$ cat src/rtl/cpu_pkg.sv
// Shared CPU definitions.
//   ROB_ADDR_WIDTH : width of a ROB tag
//   XLEN           : architectural data width
//   cdb_pkt_t      : one Common Data Bus broadcast (valid, tag, data), used by the
//                    ROB and reservation-station CDB ports
//   idx_width()    : index width for an N-entry vector, never less than one bit
package cpu_pkg;

    localparam int unsigned ROB_ADDR_WIDTH = 4;
    localparam int unsigned XLEN           = 32;

    typedef struct packed {
        logic                      valid;
        logic [ROB_ADDR_WIDTH-1:0] tag;
        logic [XLEN-1:0]           data;
    } cdb_pkt_t;

    function automatic int unsigned idx_width(input int unsigned n);
        return (n > 1) ? $clog2(n) : 1;
    endfunction

endpackage

$ cat src/rtl/rr_pick.sv
// Combinational rotate-priority picker.
//   req       : request vector
//   ptr       : index with highest priority; must be below NUM_REQ
//   grant_oh  : one-hot grant, zero when nothing requests
//   grant_idx : index of the granted request, zero when nothing requests
//   any_grant : a request was granted
module rr_pick
    import cpu_pkg::*;
#(
    parameter int unsigned NUM_REQ = 3
) (
    input  logic [NUM_REQ-1:0]            req,
    input  logic [idx_width(NUM_REQ)-1:0] ptr,
    output logic [NUM_REQ-1:0]            grant_oh,
    output logic [idx_width(NUM_REQ)-1:0] grant_idx,
    output logic                          any_grant
);

    localparam int unsigned IDX_W = idx_width(NUM_REQ);

    // One spare bit so ptr + k cannot overflow before the wrap.
    logic [IDX_W:0] pos;

    always_comb begin
        grant_oh  = '0;
        grant_idx = '0;
        any_grant = 1'b0;
        pos       = '0;
        for (int k = 0; k < NUM_REQ; k++) begin
            pos = {1'b0, ptr} + (IDX_W + 1)'(k);
            // ptr < NUM_REQ and k < NUM_REQ, so a single subtract wraps it.
            if (pos >= (IDX_W + 1)'(NUM_REQ)) begin
                pos = pos - (IDX_W + 1)'(NUM_REQ);
            end
            if (!any_grant && req[pos[IDX_W-1:0]]) begin
                any_grant                = 1'b1;
                grant_idx                = pos[IDX_W-1:0];
                grant_oh[pos[IDX_W-1:0]] = 1'b1;
            end
        end
    end

endmodule

$ cat src/rtl/cdb_arbiter.sv
// Common Data Bus arbiter. Each functional unit hands its result to a one-entry
// holding buffer; a round-robin scheduler grants one buffer per cycle onto a
// registered CDB broadcast.
//   clock, reset : system clock, synchronous active-high reset
//   req_valid    : per-FU result valid
//   req_tag      : per-FU ROB tag, FU i at [i*ROB_ADDR_WIDTH +: ROB_ADDR_WIDTH]
//   req_data     : per-FU result, FU i at [i*XLEN +: XLEN]
//   req_ready    : per-FU accept (independent of req_valid)
//   flush        : drop all buffered and in-flight results
//   cdb_valid    : registered broadcast valid
//   cdb_tag      : registered broadcast tag (holds when not valid)
//   cdb_data     : registered broadcast data (holds when not valid)
//   pending      : per-FU holding-buffer occupancy
module cdb_arbiter #(
    parameter int unsigned NUM_FU         = 3,
    parameter int unsigned ROB_ADDR_WIDTH = cpu_pkg::ROB_ADDR_WIDTH,
    parameter int unsigned XLEN           = cpu_pkg::XLEN
) (
    input  logic                             clock,
    input  logic                             reset,
    input  logic [NUM_FU-1:0]                req_valid,
    input  logic [NUM_FU*ROB_ADDR_WIDTH-1:0] req_tag,
    input  logic [NUM_FU*XLEN-1:0]           req_data,
    output logic [NUM_FU-1:0]                req_ready,
    input  logic                             flush,
    output logic                             cdb_valid,
    output logic [ROB_ADDR_WIDTH-1:0]        cdb_tag,
    output logic [XLEN-1:0]                  cdb_data,
    output logic [NUM_FU-1:0]                pending
);

    localparam int unsigned IDX_W = cpu_pkg::idx_width(NUM_FU);

    logic [NUM_FU-1:0]         buf_valid_q, buf_valid_d;
    logic [ROB_ADDR_WIDTH-1:0] buf_tag_q  [NUM_FU];
    logic [ROB_ADDR_WIDTH-1:0] buf_tag_d  [NUM_FU];
    logic [XLEN-1:0]           buf_data_q [NUM_FU];
    logic [XLEN-1:0]           buf_data_d [NUM_FU];
    logic [IDX_W-1:0]          rr_ptr_q, rr_ptr_d;

    logic                      cdb_valid_q, cdb_valid_d;
    logic [ROB_ADDR_WIDTH-1:0] cdb_tag_q, cdb_tag_d;
    logic [XLEN-1:0]           cdb_data_q, cdb_data_d;

    logic [NUM_FU-1:0]         grant_oh;
    logic [IDX_W-1:0]          grant_idx;
    logic                      any_grant;

    rr_pick #(
        .NUM_REQ (NUM_FU)
    ) u_rr_pick (
        .req       (buf_valid_q),
        .ptr       (rr_ptr_q),
        .grant_oh  (grant_oh),
        .grant_idx (grant_idx),
        .any_grant (any_grant)
    );

    // A buffer being drained this cycle can be refilled on the same edge, which
    // lets a continuously granted FU stream one result per cycle.
    assign req_ready = (reset || flush) ? '0 : (~buf_valid_q | grant_oh);

    always_comb begin
        buf_valid_d = buf_valid_q;
        buf_tag_d   = buf_tag_q;
        buf_data_d  = buf_data_q;
        rr_ptr_d    = rr_ptr_q;
        cdb_valid_d = 1'b0;
        cdb_tag_d   = cdb_tag_q;
        cdb_data_d  = cdb_data_q;

        if (flush) begin
            buf_valid_d = '0;
        end else begin
            if (any_grant) begin
                cdb_valid_d            = 1'b1;
                cdb_tag_d              = buf_tag_q[grant_idx];
                cdb_data_d             = buf_data_q[grant_idx];
                buf_valid_d[grant_idx] = 1'b0;
                rr_ptr_d = (grant_idx == IDX_W'(NUM_FU - 1)) ? '0 : grant_idx + IDX_W'(1);
            end
            // Loads come after the grant clear so a same-edge refill wins.
            for (int i = 0; i < NUM_FU; i++) begin
                if (req_valid[i] && req_ready[i]) begin
                    buf_valid_d[i] = 1'b1;
                    buf_tag_d[i]   = req_tag[i*ROB_ADDR_WIDTH +: ROB_ADDR_WIDTH];
                    buf_data_d[i]  = req_data[i*XLEN +: XLEN];
                end
            end
        end
    end

    always_ff @(posedge clock) begin
        if (reset) begin
            buf_valid_q <= '0;
            rr_ptr_q    <= '0;
            cdb_valid_q <= 1'b0;
            cdb_tag_q   <= '0;
            cdb_data_q  <= '0;
        end else begin
            buf_valid_q <= buf_valid_d;
            rr_ptr_q    <= rr_ptr_d;
            cdb_valid_q <= cdb_valid_d;
            cdb_tag_q   <= cdb_tag_d;
            cdb_data_q  <= cdb_data_d;
        end
    end

    // Payload is qualified by buf_valid_q, so it needs no reset.
    always_ff @(posedge clock) begin
        buf_tag_q  <= buf_tag_d;
        buf_data_q <= buf_data_d;
    end

    assign cdb_valid = cdb_valid_q;
    assign cdb_tag   = cdb_tag_q;
    assign cdb_data  = cdb_data_q;
    assign pending   = buf_valid_q;

endmodule

$ cat config.mk
export PLATFORM = sky130hd
export DESIGN_NAME = cdb_arbiter
export DESIGN_NICKNAME = d
export VERILOG_FILES = /design/src/rtl/cpu_pkg.sv /design/src/rtl/rr_pick.sv /design/src/rtl/cdb_arbiter.sv
export SDC_FILE = /design/constraint.sdc
export NUM_CORES = 1
export LEC_CHECK = 0
export ABC_CLOCK_PERIOD_IN_PS = 4000
export CAP_MARGIN = 10
export CELL_PAD_IN_SITES_DETAIL_PLACEMENT = 0
export CELL_PAD_IN_SITES_GLOBAL_PLACEMENT = 1
export CORE_AREA = 2 2 183 149
export CTS_CLUSTER_SIZE = 28
export DETAILED_ROUTE_END_ITERATION = 8
export DIE_AREA = 0 0 185 151
export MAX_ROUTING_LAYER = met4
export PLACE_DENSITY = 0.53
export SETUP_SLACK_MARGIN = 0.1
export SLEW_MARGIN = 10
export SYNTH_ARGS = -nofsm -noshare
export SYNTH_HDL_FRONTEND = slang
export SYNTH_SLANG_ARGS = --single-unit
$ cat constraint.sdc
create_clock -name clock -period 4 [get_ports clock]
set_clock_uncertainty 0.2 [all_clocks]
set_input_delay 0.6 -clock clock [delete_from_list [all_inputs] [get_ports clock]]
set_output_delay 0.6 -clock clock [all_outputs]
set_load 0.01 [all_outputs]
==> results of run 1 <==
## cells in the mapped netlist, types with 3 or more instances
| master | number | area (µm²) |
|---|---|---|
| buf_6 | 4 | 45.04 |
| clkbuf_1 | 9 | 33.78 |
| nor2b_1 | 6 | 37.54 |
| a221oi_2 | 20 | 300.3 |
| a22oi_1 | 36 | 270.3 |
| a311oi_2 | 20 | 300.3 |
| nand4_1 | 38 | 237.7 |
| edfxtp_1 | 108 | 3243 |
| inv_1 | 5 | 18.77 |
| dfxtp_1 | 42 | 840.8 |
| nor2_1 | 45 | 168.9 |
| nand2_1 | 6 | 22.52 |
| a221oi_1 | 16 | 140.1 |
| o21ai_0 | 8 | 40.04 |
| mux2i_1 | 3 | 30.03 |
| a21oi_1 | 5 | 25.02 |
| ha_1 | 4 | 50.05 |
| a311oi_1 | 16 | 140.1 |
| buf_2 | 23 | 115.1 |
| buf_4 | 9 | 67.56 |
## worst max path at each step
stage,start,to,cells past startpoint
6_report,rr_ptr_q[0],req_ready[0],8
5_1_grt,rr_ptr_q[0],req_ready[0],8
4_1_cts,rr_ptr_q[0],req_ready[2],8
3_5_place_dp,rr_ptr_q[0],req_ready[2],8
2_1_floorplan,rr_ptr_q[0],buf_data_q[64],7
3_3_place_gp,rr_ptr_q[0],req_ready[2],8
## flip-flops by register name, indices dropped and copies added, names as in the netlist
signal and flops:
buf_data_q 96, cdb_valid 1, buf_tag_q 12, cdb_tag 4, cdb_data 32, rr_ptr_q 2
pending 3
## power by group
group / internal (mW) / total, mW / switching (mW)
clock: 1.05 / 1.73 / 0.678
combinational: 0.486 / 1.04 / 0.559
sequential: 1.78 / 1.86 / 0.0731
## kinds of logic after synthesis
kind of cell / after synthesis
DFF: 150
adders and majority gates: 4
muxes: 5
AOI/OAI and AO/OA: 143
and+or+nand+nor: 105
buffers and inverters: 52
## routing by layer
| layer | global-route usage [%] | up-vias | wire length, µm |
|---|---|---|---|
| met1 | 20.62 | 2463 | 9958 |
| li1 | - | 2189 | - |
| met2 | 24.44 | 178 | 9837 |
| met5 | - | - | 0 |
| met3 | 4.833 | 13 | 1303 |
| met4 | 3.611 | 0 | 179 |
## worst register-to-register path: cells and delay by family (launching register included)
| kind | cells | cell delay [ps] |
|---|---|---|
| compound gates | 3 | 590 |
| simple gates | 1 | 460 |
| buf+inv | 2 | 440 |
| fa+ha+maj | 1 | 370 |
| mux | 1 | 370 |
| flops | 1 | 340 |
## stage by stage
step | power (mW) | setup WS (ps) | utilization (%)
after floorplan | 2.483 | 369.0 | -
after global placement | 2.918 | 700.6 | 32.35
after detailed placement | 2.932 | 648.0 | 32.35
after CTS | 4.669 | 156.2 | 34.76
after global routing | 4.821 | 130.4 | 34.80
final | 4.628 | 328.2 | 34.80
## area by class of cell
class                           instances  share of cell area (%)
Antenna cell                            1                 0.02766
Clock buffer                           17                   4.703
Clock inverter                         15                   2.227
Inverter                                5                  0.2075
Multi-Input combinational cell        257                   23.50
Sequential cell                       150                   45.15
Tap cell                              357                   4.938
Timing Repair Buffer                  174                   19.25
==> flow_summary.toml, run 1 <==
[synthesis]
synth_area_um2 = 6469
synth_compound_area_share_pct = 22.05
synthSimpleGateAreaFrac_pct = 8.221
synth_flop_cell = "edfxtp_1"
synth-edff-count = 108
synth_xor_area_share_pct = 0
async_reset_ff_share_pct = 0
syn_inst = 459
synth_top_family_by_area = "compound AO/OA/AOI/OAI gates"
syn_nets = 577
muxShareOfSynthArea_pct = 0.8704
synth_seq_cells = 150
synth_cell_types = 46
synthAdderAreaFrac_pct = 0.7737
synth-seq-area-share_pct = 63.13
ys.warnings.count = 0
syn_area_per_cell_um2 = 14.09

[cells_and_area]
final_cell_mix = "clkdlybuf4s50_1, edfxtp_1, nor2_1, dfxtp_1, nand4_1"
drive_above_1_share_pct = 17.48
final_common_cell = "clkdlybuf4s50_1"
final_cells = 976
nFillCells = 2511
area_delta_synth_final_pct = 39.85
ff_latch_area_um2 = 4084
fin_area_um2 = 9046
multi_input_area_um2 = 2126
fin_nets = 723

[critical_path]
max_stage_delay_ps = 540
cp_top_family = "buffers and inverters"
start_kind = "register"
worstPathArrival_ps = 2870
critPathMostFrequentCell = "a2bb2oi_1"
cp_slowest_cell = "clkdlybuf4s50_1"
reg2reg_from = "rr_ptr_q[1]"
r2r-end = "buf_data_q[50]"
worstPathRequired_ps = 3200
rr_worst_depth = 8
cp-end-kind = "primary output"
crit_fanout = 15
criticalPathCategory = "reg -> out"
crit_chain = "inv_1 -> ha_2 -> nor2b_1 -> a2bb2oi_1 -> a2bb2oi_1 -> o211a_1 -> nor2_1 -> clkdlybuf4s50_1"
reg2reg_slack_ps = 900
critical_path_buf_inv_count = 2

[global_routing]
grt_max_degree = 40
grt_use_total_pct = 15.89
antenna_found_initial = 1
grt_first_pass_wirelength_mm = 30.98
gr-total-overflow = 0
grt_pass1_vias = 4885

[worst_hold_path]
hold_start = "cdb_data[5]"
whs_path_depth = 2
holdCritPathClass = "reg -> reg"
min_to = "cdb_data[5]"

[clock_network]
clk_pin_slew_ps = 70
clk_latency_ps = 440
htreeDepth = 4
tritoncts = "done"
root_buffer = "clkbuf_16"
clockBufferDepth = 2
cts.sinks = 150
cts-resized-gates = 0
postCtsSetupBuffers = 0
cts_buffers = 17
cts_hold_buf = 0

[drt]
wl_per_cell_um = 21.80
vias = 4843
drc = 0
viasPerCell = 4.962
drt_pass1_iterations = 5
totalWireLength_mm = 21.28
drtIter0Drc = 299
ant_nets = 0

[timing]
fmax_mhz = 272.3
period_needed_ps = 3672
worst_pin_slew_ps = 666.5
rsz0062_at_grt = "false"
hold_viol_final = 0
slew_headroom_pct = 55.57
final.setup.tns_ps = 0
drv_slew = 0
setup_viol = 0
fin_hold_ws_ps = 301.2
period_share_pct = 91.80

[floorplanning]
pin_count = 157
core.rowCount = 53
chipWidth_um = 185
coreArea_um2 = 25990
die_y_um = 151
initial_core_util_pct = 24.88
dieArea_um2 = 27940

[place]
dpl-instance-area_um2 = 8408
numPortBuffers = 156
gp_congestion = 0.7978
hpwlAfterDp_mm = 13.55
place_inst = 943

[pwr]
leakage_nw = 2.933
ir_drop_uv = 320.0
powerDensity_nw_per_um2 = 511.6

[status]
status = "finished, final reports clean"

[run]
drv_cap = 0
No activity file was read; power rests on OpenSTA's default activity.
==> run 2: changes to the inputs <==
Settings changed: ABC_CLOCK_PERIOD_IN_PS 4000 to not set, CTS_CLUSTER_DIAMETER set to 60.
==> results of run 2 <==
Same layout as run 1: the final DEF is identical, and so are final timing and power.
==> run 3: changes to the inputs <==
Settings changed: CORE_AREA 2 2 183 149 to 5 5 186 152, CTS_CLUSTER_SIZE 28 to 24, DIE_AREA 0 0 185 151 to 0 0 191 157.
Clock period 4 ns to 4.3 ns, I/O delays scaled along.
==> run 3 against run 2 <==
Cell count stayed put. Die area is 7.3% higher. Critical path depth stayed put. Largest cell class unchanged. Critical endpoint is now req_ready[2].
==> flow_summary.toml, run 3 (synthesis gave the netlist of run 1 again) <==
[status]
status = "finished, final reports clean"

[critical_path]
start_kind = "register"
crit_fanout = 15
worstPathRequired_ps = 3450
cp-end-kind = "primary output"
worstPathArrival_ps = 3030
criticalPathCategory = "reg -> out"

[floorplanning]
die_y_um = 157
initial_core_util_pct = 24.82
core.rowCount = 53
coreArea_um2 = 26060
pin_count = 157
dieArea_um2 = 29990
chipWidth_um = 191

[place]
gp_congestion = 0.7475
numPortBuffers = 156
dpl-instance-area_um2 = 8403
place_inst = 944
place_ws_ps = 901.7
hpwlAfterDp_mm = 13.79

[timing]
fmax_mhz = 257.9
setup_viol = 0
fin_hold_ws_ps = 300.9
drv_slew = 0
hold_viol_final = 0
worst_pin_slew_ps = 913.8
period_needed_ps = 3878
rsz0062_at_grt = "false"
setup_ws_ps = 422.5
final.setup.tns_ps = 0
period_share_pct = 90.17
slew_headroom_pct = 39.08

[global_routing]
grt_use_total_pct = 14.59
grt_pass1_vias = 5067
grt_first_pass_wirelength_mm = 31.42
gr-total-overflow = 0
antenna_found_initial = 0
grt_max_degree = 41

[clock_network]
htreeDepth = 4
clockBufferDepth = 2
tritoncts = "done"
cts_buffers = 17
clk_pin_slew_ps = 70
clk_latency_ps = 430
postCtsSetupBuffers = 0
cts.sinks = 150
root_buffer = "clkbuf_16"
cts-resized-gates = 0
cts_hold_buf = 0

[worst_hold_path]
holdCritPathClass = "reg -> reg"

[cells_and_area]
ff_latch_area_um2 = 4084
largest_register_ffs = 96
diodes = 0
final_cells = 976
fin_area_um2 = 9032
final_cell_mix = "clkdlybuf4s50_1, edfxtp_1, nor2_1, dfxtp_1, nand4_1"
final_util_pct = 34.66
drive_above_1_share_pct = 17.61
final_common_cell = "clkdlybuf4s50_1"
area_delta_synth_final_pct = 39.63
multi_input_area_um2 = 2117
regMostFlops = "buf_data_q"
nFillCells = 2526
fin_nets = 724

[pwr]
clkPwrFrac_pct = 37.3
powerDensity_nw_per_um2 = 474.9
power.switching_mw = 1.209
combPwrFrac_pct = 22.5
intPower_mw = 3.080
p_total_mw = 4.289
p_sw_share_pct = 28.19
ir_drop_uv = 270.9
leakage_nw = 2.935
power_frac_seq_pct = 40.2

[drt]
viasPerCell = 4.943
drc = 0
wl_per_cell_um = 22.01
drtIter0Drc = 221
ant_nets = 0
totalWireLength_mm = 21.49
drt_pass1_iterations = 4
vias = 4824

[run]
drv_cap = 0
==> run 3: worst max-delay path, cell delays in order, from the launching register on <==
cell and delay, ps:
dfxtp_1 380, inv_1 80, ha_1 540, nand3b_1 160, o21ai_0 150, mux2_2 360, a21oi_1 360, nor2_1 80
clkdlybuf4s50_1 490
==> run 3: metal layers <==
metal	routed length (µm)	up-vias	share of wire (%)	GRT usage, %
met5	0	-	0	-
met4	129	0	0.60	3.385
met3	1132	10	5.3	3.659
met2	10270	176	48	23.22
met1	9957	2453	46	18.92
li1	-	2185	-	-
==> run 3: power groups by stage <==
stage / Combinational (mW) / Clock (mW) / Sequential (mW)
after global placement: 0.959 / 0 / 1.76
after CTS: 0.976 / 1.64 / 1.73
after floorplan: 0.544 / 0 / 1.77
after global routing: 1.04 / 1.70 / 1.74
after detailed placement: 0.972 / 0 / 1.76
final: 0.965 / 1.60 / 1.73
==> run 3: final timing paths <==
path / from / end / slack, ps / depth (start not counted)
hold reg to reg: cdb_data[5] / cdb_data[5] / 300 / 2
setup reg to reg: rr_ptr_q[1] / cdb_data[31] / 1050 / 9
hold / removal: cdb_data[5] / cdb_data[5] / 300 / 2
setup / recovery: rr_ptr_q[0] / req_ready[2] / 420 / 8
==> run 3: final cells by class <==
cell class / instances / area share [%]
repair buffers: 175 / 19.23
clock buffers: 17 / 4.710
inverters: 5 / 0.2078
well taps: 357 / 4.945
clock inverters: 15 / 2.258
multi-input cells: 257 / 23.44
flip-flops and latches: 150 / 45.21
